### config.mk
export PLATFORM = sky130hd
export DESIGN_NAME = multi_sprite_address_gen
export DESIGN_NICKNAME = d
export VERILOG_FILES = /design/src/rtl/multi_sprite_address_gen.sv
export SDC_FILE = /design/constraint.sdc
export NUM_CORES = 1
export LEC_CHECK = 0
export ABC_AREA = 0
export CAP_MARGIN = 25
export CORE_MARGIN = 2
export CORE_UTILIZATION = 65
export CTS_CLUSTER_DIAMETER = 150
export DETAILED_ROUTE_END_ITERATION = 12
export HOLD_SLACK_MARGIN = 0.02
export PLACE_DENSITY = 0.86
export SKIP_CTS_REPAIR_TIMING = 1
export SLEW_MARGIN = 20
export SYNTH_ARGS = -nofsm -noshare
export SYNTH_HDL_FRONTEND = slang
export SYNTH_SLANG_ARGS = --single-unit
### constraint.sdc
create_clock -name clk -period 6 [get_ports clk]
set_clock_uncertainty 0.1 [all_clocks]
set_input_delay 0.9 -clock clk [delete_from_list [all_inputs] [get_ports clk]]
set_output_delay 0.9 -clock clk [all_outputs]
set_load 0.05 [all_outputs]
### src/rtl/multi_sprite_address_gen.sv
// Two-stage sprite address generator: per-sprite coverage/offset, then priority select.
// Sprite configuration is double-buffered and committed on frame_start.
module multi_sprite_address_gen #(
   parameter  int unsigned N_SPRITES  = 4,
   parameter  int unsigned SPR_W_LOG2 = 6,
   parameter  int unsigned SPR_H_LOG2 = 6,
   parameter  int unsigned COORD_W    = 10,
   localparam int unsigned ID_W       = $clog2(N_SPRITES),
   localparam int unsigned ADDR_W     = ID_W + SPR_H_LOG2 + SPR_W_LOG2
) (
   input  logic                 clk,
   input  logic                 rst_n,
   input  logic [COORD_W-1:0]   pixelx,
   input  logic [COORD_W-1:0]   pixely,
   input  logic                 pixel_valid,
   input  logic                 frame_start,
   input  logic                 cfg_we,
   input  logic [ID_W-1:0]      cfg_sel,
   input  logic [COORD_W-1:0]   cfg_posx,
   input  logic [COORD_W-1:0]   cfg_posy,
   input  logic                 cfg_en,
   input  logic                 cfg_flipx,
   input  logic                 cfg_flipy,
   output logic [ADDR_W-1:0]    address,
   output logic                 hit,
   output logic [ID_W-1:0]      sprite_id,
   output logic [N_SPRITES-1:0] hit_mask,
   output logic                 out_valid
);

   localparam int unsigned XW = COORD_W + 1;
   localparam logic [XW-1:0] SPR_W_LIM = XW'(2 ** SPR_W_LOG2);
   localparam logic [XW-1:0] SPR_H_LIM = XW'(2 ** SPR_H_LOG2);

   typedef struct packed {
      logic [COORD_W-1:0] posx;
      logic [COORD_W-1:0] posy;
      logic               en;
      logic               flipx;
      logic               flipy;
   } sprite_cfg_t;

   sprite_cfg_t pend_q [N_SPRITES];
   sprite_cfg_t act_q  [N_SPRITES];
   sprite_cfg_t pend_d [N_SPRITES];
   sprite_cfg_t wr_cfg;

   // Pending write is visible to the commit in the same cycle (write-through).
   always_comb begin
      wr_cfg = '{posx: cfg_posx, posy: cfg_posy, en: cfg_en,
                 flipx: cfg_flipx, flipy: cfg_flipy};
      for (int i = 0; i < int'(N_SPRITES); i++) begin
         pend_d[i] = pend_q[i];
         if (cfg_we && (cfg_sel == ID_W'(i))) pend_d[i] = wr_cfg;
      end
   end

   always_ff @(posedge clk or negedge rst_n) begin
      if (!rst_n) begin
         for (int i = 0; i < int'(N_SPRITES); i++) begin
            pend_q[i] <= '0;
            act_q[i]  <= '0;
         end
      end else begin
         for (int i = 0; i < int'(N_SPRITES); i++) begin
            pend_q[i] <= pend_d[i];
            if (frame_start) act_q[i] <= pend_d[i];
         end
      end
   end

   // Stage 1: unsigned offsets at COORD_W+1 bits so right/bottom edges clip.
   logic [XW-1:0]         dx_c [N_SPRITES];
   logic [XW-1:0]         dy_c [N_SPRITES];
   logic [N_SPRITES-1:0]  cover_c;
   logic [SPR_W_LOG2-1:0] col_c [N_SPRITES];
   logic [SPR_H_LOG2-1:0] row_c [N_SPRITES];

   always_comb begin
      for (int i = 0; i < int'(N_SPRITES); i++) begin
         dx_c[i]    = XW'(pixelx) - XW'(act_q[i].posx);
         dy_c[i]    = XW'(pixely) - XW'(act_q[i].posy);
         cover_c[i] = pixel_valid & act_q[i].en &
                      (pixelx >= act_q[i].posx) & (pixely >= act_q[i].posy) &
                      (dx_c[i] < SPR_W_LIM) & (dy_c[i] < SPR_H_LIM);
         col_c[i]   = act_q[i].flipx ? ~dx_c[i][SPR_W_LOG2-1:0] : dx_c[i][SPR_W_LOG2-1:0];
         row_c[i]   = act_q[i].flipy ? ~dy_c[i][SPR_H_LOG2-1:0] : dy_c[i][SPR_H_LOG2-1:0];
      end
   end

   logic [N_SPRITES-1:0]  s1_cover;
   logic [SPR_W_LOG2-1:0] s1_col [N_SPRITES];
   logic [SPR_H_LOG2-1:0] s1_row [N_SPRITES];
   logic                  s1_valid;

   always_ff @(posedge clk or negedge rst_n) begin
      if (!rst_n) begin
         s1_cover <= '0;
         s1_valid <= 1'b0;
         for (int i = 0; i < int'(N_SPRITES); i++) begin
            s1_col[i] <= '0;
            s1_row[i] <= '0;
         end
      end else begin
         s1_cover <= cover_c;
         s1_valid <= pixel_valid;
         for (int i = 0; i < int'(N_SPRITES); i++) begin
            s1_col[i] <= col_c[i];
            s1_row[i] <= row_c[i];
         end
      end
   end

   // Stage 2: lowest covering index wins.
   logic                  hit_c;
   logic [ID_W-1:0]       win_c;
   logic [SPR_W_LOG2-1:0] win_col_c;
   logic [SPR_H_LOG2-1:0] win_row_c;
   logic [ADDR_W-1:0]     addr_c;

   always_comb begin
      hit_c     = |s1_cover;
      win_c     = '0;
      win_col_c = '0;
      win_row_c = '0;
      for (int i = int'(N_SPRITES) - 1; i >= 0; i--) begin
         if (s1_cover[i]) begin
            win_c     = ID_W'(i);
            win_col_c = s1_col[i];
            win_row_c = s1_row[i];
         end
      end
      addr_c = hit_c ? {win_c, win_row_c, win_col_c} : '0;
   end

   always_ff @(posedge clk or negedge rst_n) begin
      if (!rst_n) begin
         address   <= '0;
         hit       <= 1'b0;
         sprite_id <= '0;
         hit_mask  <= '0;
         out_valid <= 1'b0;
      end else begin
         address   <= addr_c;
         hit       <= hit_c;
         sprite_id <= win_c;
         hit_mask  <= s1_cover;
         out_valid <= s1_valid;
      end
   end

endmodule
==> qor.tcl <==
set qor(synth_edf_count) 0
set qor(synthSimpleGateAreaFrac) 0.0815
set qor(critical-path-max-stage-delay_ns) 0.42
set qor(die_height_um) 145
set qor(final_hold_viol_count) 0
set qor(vdd_ir_drop_max_uv) 259
set qor(synth_mux_area_frac) 0.107
set qor(overall_routing_resource_usage) 0.289
set qor(drt_first_iter_violations) 763
set qor(cts-buffers-inserted) 25
set qor(worst_skew_pair.late_latency_ns) 0.53
set qor(dpl_cell_area_mm2) 0.0139
set qor(dp_hpwl_um) 19900
set qor(path_type_of_the_worst_setup_path) {primary input to flip-flop}
set qor(start_kind) {primary input}
set qor(detail_route.first_pass.iterations) 7
set qor(tightest_slew_ns) 0.958
set qor(critical_path_peak_fanout) 4
set qor(nFillCells) 1244
set qor(power.net_switching_uw) 1650
set qor(clock_tree.htree_level_count) 1
set qor(p_per_area_mw_per_mm2) 373
set qor(part_of_the_total_power_dissipated_in_combinational_logic) 0.268
set qor(synth_compound_gate_area_share) 0.125
set qor(synthDistinctLibCells) 68
set qor(clock_power_share) 0.312
set qor(power.sequential.fraction) 0.420
set qor(slew_headroom) 0.362
set qor(timing.setup.tns_ns) 0
set qor(leakage_uw) 0.00665
set qor(report.final.slew_viol_count) 0
set qor(multi_input_area_mm2) 0.00596
set qor(areaGrowthSynthToFinish_pct) 14.4
set qor(synth-async-reset-ratio) 1.00
set qor(postSynthCellCount) 1171
set qor(period_minus_slack_ns) 3.23
set qor(end_kind) {flip-flop}
set qor(fraction_of_final_layout_cells_with_drive_strength_greater_than_1) 0.143
set qor(synth_nets) 1309
set qor(synthAdderAreaFrac) 0.0897
set qor(clock_tree.buffer_depth) 3
set qor(critPathSlowestCell) {sky130_fd_sc_hd__a2111oi_0}
set qor(maximum_achievable_frequency_mhz) 310
set qor(final_antenna_net_count) 0
set qor(power.internal_uw) 3870
set qor(numClockSinks) 259
set qor(post_synth_xor_area_fraction) 0.0568
set qor(grt_start_max_net_pins) 131
set qor(detail_route.wirelength_um) 29700
set qor(num-nets-final) 1373
set qor(grt_pass1_wl_um) 48700
set qor(worstPathBufferInverterCount) 3
set qor(critPathArrivalTime_ns) 3.56
set qor(ctsRootBufferMaster) {sky130_fd_sc_hd__clkbuf_16}
set qor(required_ns) 6.33
set qor(synth_sequential_area_ratio) 0.501
set qor(chipWidth_um) 145
set qor(worstPathCellList) {clkdlybuf4s50_1 -> inv_1 -> ha_1 -> inv_1 -> fa_1 -> a21o_1 -> a22oi_2 -> a21oi_1 -> a2111oi_0 -> o2111ai_1 -> a2111oi_2}
set qor(yosys_register_bits) 259
set qor(critical_path.most_common_cell) {sky130_fd_sc_hd__inv_1}
set qor(ys_warn_count) 0
set qor(ys.flop_type) {sky130_fd_sc_hd__dfrtp_1}
set qor(rows) 51
set qor(routed-via-count) 9076
set qor(cap_viol_max_count) 0
set qor(n_antenna_cell) 0
set qor(final_util) 0.758
set qor(num_io_pins) 72
set qor(overflow) 0
set qor(clkTransAtPathRegs_ns) 0.07
set qor(period_share) 0.538
set qor(final_cell_area_mm2) 0.0148
set qor(antenna_found_initial) 0
set qor(wl_per_cell_um) 19.6
set qor(average_cell_area_after_synthesis_um2) 11.1
set qor(timing.hold.worst.class) {flip-flop to flip-flop}
set qor(place.gp.congestion) 0.917
set qor(start_util) 0.663
set qor(vias_per_cell) 5.97
set qor(die_area_mm2) 0.0211
set qor(number_of_global_route_vias_before_repair) 9269
set qor(power.switching_fraction) 0.299
set qor(run_status) {completed}
set qor(timing.critical_path.max_delay_family) {compound AO/OA/AOI/OAI gates}
set qor(syn-cell-area_mm2) 0.0129
set qor(rsz0062_at_grt) {no}
set qor(main_combinational_cell_family_by_area_after_synthesis) {compound AO/OA/AOI/OAI gates}
set qor(tritoncts_clock_tree) {done}
set qor(io_buffers) 71
set qor(seq_area_mm2) 0.00648
set qor(setup_viol) 0
set qor(detail_route.drc_violations) 0
set qor(core-area_mm2) 0.0195
per-stage QoR:
stage / total power [µW] / setup WS [ns] / instances / hold slack (ns)
after floorplan: 3390 / 2.97 / 1171 / 0.231
after global placement: 3700 / 2.34 / 1472 / 0.232
after detailed placement: 3790 / 2.29 / 1473 / 0.252
after CTS: 5520 / 2.79 / 1519 / 0.263
after global routing: 5800 / 2.61 / 1519 / 0.280
final: 5520 / 2.77 / 1519 / 0.260
cells in the mapped netlist (all sizes together) (8+ instances only):
library cell  count  area [µm²]
dfrtp           259        6480
mux2            114        1280
o21ai           104         521
nand2           101         379
inv              92         345
ha               80        1000
xnor2            59         517
a21oi            57         289
nor2             39         146
clkbuf           37         139
xor2             25         219
o22ai            15        93.8
a21o             14         106
a22oi            14         110
nand3            13        65.1
nor2b            12        77.6
nand2b           11        68.8
o21a             11        82.6
mux2i            10         100
nand3b            9        67.6
fa                8         160
nor3              8        40.0
worst register-to-register path, stage by stage (launching register included):
cell	delay (ns)
sky130_fd_sc_hd__dfrtp_1	0.37
sky130_fd_sc_hd__ha_1	0.21
sky130_fd_sc_hd__inv_1	0.06
sky130_fd_sc_hd__fa_1	0.41
sky130_fd_sc_hd__a21o_1	0.22
sky130_fd_sc_hd__a22oi_2	0.19
sky130_fd_sc_hd__a21oi_1	0.09
sky130_fd_sc_hd__a2111oi_0	0.42
sky130_fd_sc_hd__o2111ai_1	0.20
sky130_fd_sc_hd__a2111oi_2	0.30
final cells by class:
class,instances,area share
inverters,92,0.0233
repair buffers,78,0.0528
clock inverters,12,0.0133
multi-input cells,779,0.403
flip-flops and latches,259,0.438
well taps,265,0.0224
clock buffers,34,0.0479
final timing paths:
check / start / endpoint / slack [ns] / cells past startpoint
setup / recovery: pixely[0] / s1_cover[2] / 2.77 / 11
hold / removal: s1_valid / out_valid / 0.26 / 0
setup reg to reg: act_q[26] / s1_cover[2] / 3.33 / 9
hold reg to reg: s1_valid / out_valid / 0.26 / 0
max in group asynchronous: rst_n / act_q[88] / 4.25 / 2
min in group asynchronous: rst_n / pend_q[49] / 0.35 / 1
kinds of logic after synthesis:
kind of cell / count (synthesis)
compound gates: 262
xor+xnor: 84
simple gates: 221
fa+ha+maj: 88
mux: 124
flops: 259
buf+inv: 133
power groups by stage:
stage	clock network (µW)	logic [µW]	registers, µW
5_1_grt	1810	1640	2350
3_3_place_gp	0	1380	2320
4_1_cts	1740	1470	2320
6_report	1720	1480	2320
3_5_place_dp	0	1440	2340
2_1_floorplan	0	1130	2260
registers in the layout, summed over array words and instances (netlist names), 2 cells and up:
name       cells
s1_cover       4
address       14
hit_mask       4
act_q         92
sprite_id      2
s1_col        24
s1_row        24
pend_q        92
cells in the final DEF (no fill, tap or decap), drive strengths merged, types with 5 or more instances in the layout:
| cell type | instances |
|---|---|
| dfrtp | 259 |
| mux2 | 114 |
| o21ai | 104 |
| nand2 | 101 |
| inv | 94 |
| ha | 80 |
| clkdlybuf4s50 | 69 |
| xnor2 | 59 |
| a21oi | 57 |
| nor2 | 39 |
| clkbuf | 34 |
| xor2 | 25 |
| o22ai | 15 |
| a22oi | 14 |
| a21o | 14 |
| nand3 | 13 |
| nor2b | 12 |
| nand2b | 11 |
| o21a | 11 |
| mux2i | 10 |
| nand3b | 9 |
| buf | 9 |
| nor3 | 8 |
| fa | 8 |
| nor4 | 6 |
| and3 | 5 |
| o2111ai | 5 |
| bufinv | 5 |
| clkinv | 5 |
per-layer routing:
metal | part of all wire | GRT usage
met1 | 0.44 | 0.410
met2 | 0.48 | 0.471
met3 | 0.051 | 0.0302
met4 | 0.030 | 0.0975
met5 | 0 | 0
Note: power is estimated with default switching activity, not from simulation.
